===== config.mk =====
export PLATFORM = sky130hd
export DESIGN_NAME = sram_lsu_bridge_flat
export DESIGN_NICKNAME = d
export VERILOG_FILES = /design/src/rtl/sram_lsu_bridge_if.sv /design/src/rtl/sram_lsu_bridge.sv /design/src/flat_wrapper.sv
export SDC_FILE = /design/constraint.sdc
export NUM_CORES = 1
export LEC_CHECK = 0
export ABC_AREA = 1
export CAP_MARGIN = 30
export CORE_AREA = 8 8 83 85
export CTS_BUF_LIST = sky130_fd_sc_hd__clkbuf_8 sky130_fd_sc_hd__clkbuf_16
export DETAILED_ROUTE_END_ITERATION = 12
export DIE_AREA = 0 0 91 93
export DONT_BUFFER_PORTS = 1
export PLACE_DENSITY = 0.75
export SLEW_MARGIN = 20
export SYNTH_ARGS = -nofsm -noshare
export SYNTH_HDL_FRONTEND = slang
export SYNTH_SLANG_ARGS = --single-unit

===== constraint.sdc =====
create_clock -name clk -period 1.95 [get_ports clk]
set_input_delay 0.39 -clock clk [delete_from_list [all_inputs] [get_ports clk]]
set_output_delay 0.39 -clock clk [all_outputs]
set_load 0.02 [all_outputs]

===== src/rtl/sram_lsu_bridge_if.sv =====
// sram_lsu_bridge_if: CPU load/store request/response channel plus the SRAM port, bundled.
//   req_*  : byte-addressed request (valid/ready), rsp_* : response (valid/ready)
//   mem_*  : SRAM enable, byte write enables, word address, write data, read data
//   slave  : bridge view, master : requester + SRAM view
interface sram_lsu_bridge_if #(parameter int ADDR_WIDTH = 16);
  logic req_valid, req_ready, req_we, req_signed;
  logic [1:0] req_size;
  logic [31:0] req_addr, req_wdata;
  logic rsp_valid, rsp_ready, rsp_err;
  logic [31:0] rsp_rdata;
  logic mem_ena;
  logic [3:0] mem_wea;
  logic [ADDR_WIDTH-1:0] mem_addra;
  logic [31:0] mem_dina, mem_douta;
  modport slave (
    input req_valid, req_we, req_addr, req_size, req_signed, req_wdata, rsp_ready, mem_douta,
    output req_ready, rsp_valid, rsp_rdata, rsp_err, mem_ena, mem_wea, mem_addra, mem_dina
  );
  modport master (
    output req_valid, req_we, req_addr, req_size, req_signed, req_wdata, rsp_ready, mem_douta,
    input req_ready, rsp_valid, rsp_rdata, rsp_err, mem_ena, mem_wea, mem_addra, mem_dina
  );
endinterface


===== src/rtl/sram_lsu_bridge.sv =====
// sram_lsu_bridge: byte-addressed load/store front end for a word-wide, byte-writable sync SRAM.
//   clk, rst : clock (also SRAM clock), async active-high reset
//   bus      : slave side of sram_lsu_bridge_if (request, response, SRAM port)
module sram_lsu_bridge #(
  parameter int ADDR_WIDTH = 16
) (
  input logic clk,
  input logic rst,
  sram_lsu_bridge_if.slave bus
);
  typedef enum logic [1:0] {IDLE, RD_WAIT, RESP} state_t;
  state_t state;
  logic [1:0] off, size;
  logic sgn, acc, err, go, unused_hi;
  logic [3:0] mask;
  logic [7:0] b;
  logic [15:0] h;
  logic [31:0] ext;
  assign bus.req_ready = state == IDLE && !rst;
  assign acc = bus.req_valid && bus.req_ready;
  assign err = bus.req_size == 2'd3 || (bus.req_size == 2'd1 && bus.req_addr[0]) ||
               (bus.req_size == 2'd2 && bus.req_addr[1:0] != 2'd0);
  assign go = acc && !err;
  // upper address bits wrap modulo SRAM size
  assign unused_hi = ^bus.req_addr[31:ADDR_WIDTH+2];
  always_comb begin
    mask = bus.req_size == 2'd0 ? 4'b0001 << bus.req_addr[1:0] :
           bus.req_size == 2'd1 ? 4'b0011 << {bus.req_addr[1], 1'b0} : 4'b1111;
  end
  assign bus.mem_ena = go;
  assign bus.mem_wea = go && bus.req_we ? mask : 4'b0000;
  assign bus.mem_addra = bus.req_addr[ADDR_WIDTH+1:2];
  assign bus.mem_dina = bus.req_size == 2'd0 ? {4{bus.req_wdata[7:0]}} :
                        bus.req_size == 2'd1 ? {2{bus.req_wdata[15:0]}} : bus.req_wdata;
  assign bus.rsp_valid = state == RESP;
  // lane select from the latched offset; douta is valid in RD_WAIT
  assign b = bus.mem_douta[{off, 3'b000} +: 8];
  assign h = bus.mem_douta[{off[1], 4'b0000} +: 16];
  assign ext = size == 2'd0 ? {{24{sgn & b[7]}}, b} :
               size == 2'd1 ? {{16{sgn & h[15]}}, h} : bus.mem_douta;
  always_ff @(posedge clk or posedge rst) begin
    if (rst) begin
      state <= IDLE;
      off <= '0;
      size <= '0;
      sgn <= 1'b0;
      bus.rsp_rdata <= '0;
      bus.rsp_err <= 1'b0;
    end else begin
      case (state)
        IDLE: if (acc) begin
          off <= bus.req_addr[1:0];
          size <= bus.req_size;
          sgn <= bus.req_signed;
          bus.rsp_err <= err;
          bus.rsp_rdata <= '0;
          state <= err || bus.req_we ? RESP : RD_WAIT;
        end
        RD_WAIT: begin
          bus.rsp_rdata <= ext;
          state <= RESP;
        end
        RESP: if (bus.rsp_ready) state <= IDLE;
        default: state <= IDLE;
      endcase
    end
  end
endmodule


===== src/flat_wrapper.sv =====
// flat-port wrapper written by rule: the top's interface ports become plain ports
module sram_lsu_bridge_flat 
#(
  parameter int ADDR_WIDTH = 16
)
  (clk, rst, bus_req_valid, bus_req_we, bus_req_addr, bus_req_size, bus_req_signed, bus_req_wdata, bus_rsp_ready, bus_mem_douta, bus_req_ready, bus_rsp_valid, bus_rsp_rdata, bus_rsp_err, bus_mem_ena, bus_mem_wea, bus_mem_addra, bus_mem_dina);
  sram_lsu_bridge_if #(.ADDR_WIDTH(ADDR_WIDTH)) bus_i ();
  input logic clk;
  input logic rst;
  input wire logic [$bits(bus_i.req_valid)-1:0] bus_req_valid;
  input wire logic [$bits(bus_i.req_we)-1:0] bus_req_we;
  input wire logic [$bits(bus_i.req_addr)-1:0] bus_req_addr;
  input wire logic [$bits(bus_i.req_size)-1:0] bus_req_size;
  input wire logic [$bits(bus_i.req_signed)-1:0] bus_req_signed;
  input wire logic [$bits(bus_i.req_wdata)-1:0] bus_req_wdata;
  input wire logic [$bits(bus_i.rsp_ready)-1:0] bus_rsp_ready;
  input wire logic [$bits(bus_i.mem_douta)-1:0] bus_mem_douta;
  output wire logic [$bits(bus_i.req_ready)-1:0] bus_req_ready;
  output wire logic [$bits(bus_i.rsp_valid)-1:0] bus_rsp_valid;
  output wire logic [$bits(bus_i.rsp_rdata)-1:0] bus_rsp_rdata;
  output wire logic [$bits(bus_i.rsp_err)-1:0] bus_rsp_err;
  output wire logic [$bits(bus_i.mem_ena)-1:0] bus_mem_ena;
  output wire logic [$bits(bus_i.mem_wea)-1:0] bus_mem_wea;
  output wire logic [$bits(bus_i.mem_addra)-1:0] bus_mem_addra;
  output wire logic [$bits(bus_i.mem_dina)-1:0] bus_mem_dina;
  assign bus_i.req_valid = bus_req_valid;
  assign bus_i.req_we = bus_req_we;
  assign bus_i.req_addr = bus_req_addr;
  assign bus_i.req_size = bus_req_size;
  assign bus_i.req_signed = bus_req_signed;
  assign bus_i.req_wdata = bus_req_wdata;
  assign bus_i.rsp_ready = bus_rsp_ready;
  assign bus_i.mem_douta = bus_mem_douta;
  assign bus_req_ready = bus_i.req_ready;
  assign bus_rsp_valid = bus_i.rsp_valid;
  assign bus_rsp_rdata = bus_i.rsp_rdata;
  assign bus_rsp_err = bus_i.rsp_err;
  assign bus_mem_ena = bus_i.mem_ena;
  assign bus_mem_wea = bus_i.mem_wea;
  assign bus_mem_addra = bus_i.mem_addra;
  assign bus_mem_dina = bus_i.mem_dina;
  sram_lsu_bridge #(.ADDR_WIDTH(ADDR_WIDTH)) u_core (.clk(clk), .rst(rst), .bus(bus_i));
endmodule

==> impl_metrics.py <==
metrics = {
    "logic_synthesis": {
        "syn-cell-area_mm2": 0.00298,
        "synthDistinctLibCells": 23,
        "ys_seq_elements": 40,
        "synth_edf_count": 0,
        "ys_warn_count": 0,
        "synth_nets": 566,
        "yosys.area.top_type": "dfrtp_1",
        "synthFlopType": "dfrtp_1",
        "synth.most_common_cell": "nand2_1",
        "ys_async_sr_fraction_pct": 100,
        "synthCells": 462,
        "synth_top_area_share_pct": 33.5,
        "synth_common_cells": "191 x nand2_1, 65 x nand3_1, 44 x nor2_1",
        "avgSynthCellArea_um2": 6.46,
        "ys_top_cells_by_area": "dfrtp_1 34%, nand2_1 24%, nand3_1 11%",
        "ys_seq_area_share_pct": 33.5,
    },
    "placed_design": {
        "port_buffers": 0,
        "dp_hpwl_mm": 6.49,
        "place_inst": 501,
        "placed_area_mm2": 0.00283,
        "place.gp.congestion": 0.864,
        "pre_cts_ws_ns": 0.224,
    },
    "clock_network": {
        "cts_tree": "built",
        "cts_sinks": 40,
        "cts_buffer_depth": 2,
        "clk_pin_slew_ns": 0.08,
        "clock_latency_ns": 0.30,
        "h-tree-depth": 2,
        "clock-root-buffer": "clkbuf_8",
        "cts_buffers": 5,
    },
    "timing": {
        "setup_violations": 0,
        "slew_headroom_pct": 56.8,
        "worst_pin_slew_ns": 0.647,
        "period_needed_ns": 1.93,
        "drv_slew": 0,
        "finalHoldViolCount": 0,
        "min_period_over_period_pct": 98.9,
        "max_freq_mhz": 518,
        "postLayoutSetupSlackWorst_ns": 0.0208,
        "fin_skew_ns": 0.00974,
        "rsz0062_at_grt": "true",
        "fin_tns_setup_ns": 0,
    },
    "worst_setup_path": {
        "r2r_slack_ns": 0.27,
        "critPathMaxFanout": 4,
        "worstPathCellList": "inv_2, nand2_2, nor2_4, nand2_4, inv_4, and2_4, nand2_8, nor2_4, buf_6",
        "cp-end-kind": "primary output",
        "cp-startpoint": "u_core.state[0]",
        "worstSetupPathType": "reg -> out",
        "crit_path_start_kind": "register",
        "crit_slowest_cell": "dfrtp_1",
        "rr_worst_depth": 10,
        "critical_path_arrival_ns": 1.54,
        "worst-path-buf-inv": 3,
        "crit_family": "simple AND/OR/NAND/NOR gates",
        "cp_common_cell": "nor2_4",
        "r2r-start": "u_core.state[1]",
        "r2r_end": "u_core.bus.rsp_rdata[7]",
        "crit_path_max_incr_delay_ns": 0.39,
        "critPathRequiredTime_ns": 1.56,
    },
    "detailed_routing": {
        "drt_iter0_drc": 312,
        "wl_per_cell_um": 17.0,
        "totalWireLength_mm": 8.80,
        "route.detailed.drc": 0,
        "final_antenna_net_count": 0,
        "vias": 2892,
        "vias_per_cell": 5.59,
        "drt_pass1_iterations": 6,
    },
    "global_route": {
        "grt_pass1_vias": 2662,
        "antenna_found_initial": 0,
        "grt_max_degree": 41,
        "gr-total-overflow": 0,
        "grt_pass1_wl_mm": 14.0,
        "grt_usage_pct": 20.1,
    },
    "cells_and_area": {
        "fin_area_mm2": 0.00305,
        "diodes": 0,
        "area_growth_pct": 2.05,
        "fin_nets": 545,
        "drive_gt1_share_pct": 12.4,
        "fin_cells": 517,
    },
    "floorplanning": {
        "core_mm2": 0.00568,
        "initial_core_util_pct": 52.6,
        "die-area_mm2": 0.00846,
        "die_h_um": 93,
        "die_w_um": 91,
        "ios": 192,
        "row_count": 28,
    },
    "power_and_ir_drop": {
        "p_per_area_mw_per_mm2": 901,
        "ir_drop_v": 0.000363,
        "cellLeakagePower_nw": 1.67,
    },
    "flow_run": {
        "cap_violations": 0,
    },
    "run_status": {
        "status": "finished clean",
    },
    "hold_path": {
        "hold_class": "in -> async",
    },
}
==> routing by layer <==
metal / routed length (um) / GRT usage [%] / vias up
li1: - / - / 1393
met1: 3310 / 24.7 / 1345
met2: 4140 / 32.0 / 141
met3: 1220 / 7.13 / 13
met4: 133 / 6.68 / 0
met5: 0 / 0 / -
==> power by group <==
group	leakage (nW)	switching (W)	total, W	internal [W]
clock network	0.0538	0.000290	0.000569	0.000278
logic	1.08	0.000673	0.000987	0.000313
registers	0.540	0.000240	0.00119	0.000949
total	1.67	0.00120	0.00274	0.00154
==> worst max-delay path by stage <==
stage | endpoint | cells past startpoint
2_1_floorplan | bus_mem_wea[0] | 8
5_1_grt | bus_mem_wea[2] | 9
6_report | bus_mem_wea[2] | 9
4_1_cts | bus_mem_wea[1] | 9
3_5_place_dp | bus_mem_wea[1] | 9
3_3_place_gp | bus_mem_wea[0] | 9
==> kinds of logic after synthesis <==
group                  count (synthesis)  share of synthesized area [%]
buffers and inverters                 72                           14.5
AND/OR/NAND/NOR                      311                           43.8
AO/OA/AOI/OAI                         39                           8.13
flip-flops                            40                           33.5
==> sequential cells by signal, summed over array words and instances, names as in the netlist <==
name and cells:
u_core.bus.rsp_err 1, u_core.off 2, u_core.bus.rsp_rdata 32, u_core.size 2
u_core.sgn 1, u_core.state 2
==> metrics by stage <==
stage	total power [W]	util [%]	hold WS (ns)
2_1_floorplan	0.00210	-	0.511
4_1_cts	0.00275	52.1	0.117
6_report	0.00274	53.7	0.0973
3_3_place_gp	0.00214	49.8	0.431
3_5_place_dp	0.00216	49.8	0.444
5_1_grt	0.00293	53.7	0.150
==> what timing repair did <==
action                                  in CTS  in global routing
pin swaps                                    2                  5
cloned                                       0                  0
setup buffers                                4                  4
endpoints found under the setup margin       4                  4
hold buffers                                 0                  0
gates resized for setup                      2                 15
==> area by class of cell <==
| class | count | area [um2] |
|---|---|---|
| inverter | 24 | 95.1 |
| tap | 75 | 93.8 |
| fill | 578 | 2630 |
| timing repair buffer | 20 | 165 |
| multi-input combinational | 350 | 1600 |
| sequential | 40 | 1000 |
| clock buffer | 6 | 82.6 |
| clock inverter | 2 | 7.51 |
==> layout by cell type (no fill, tap or decap), drive strengths merged <==
cell    instances
nand2         194
nand3          66
nor2           49
dfrtp          40
inv            26
o21ai          22
buf            20
a21oi           8
o211ai          8
clkbuf          6
a22oi           1
and2            1
nand3b          1
Power figures use the tool's default switching activity.
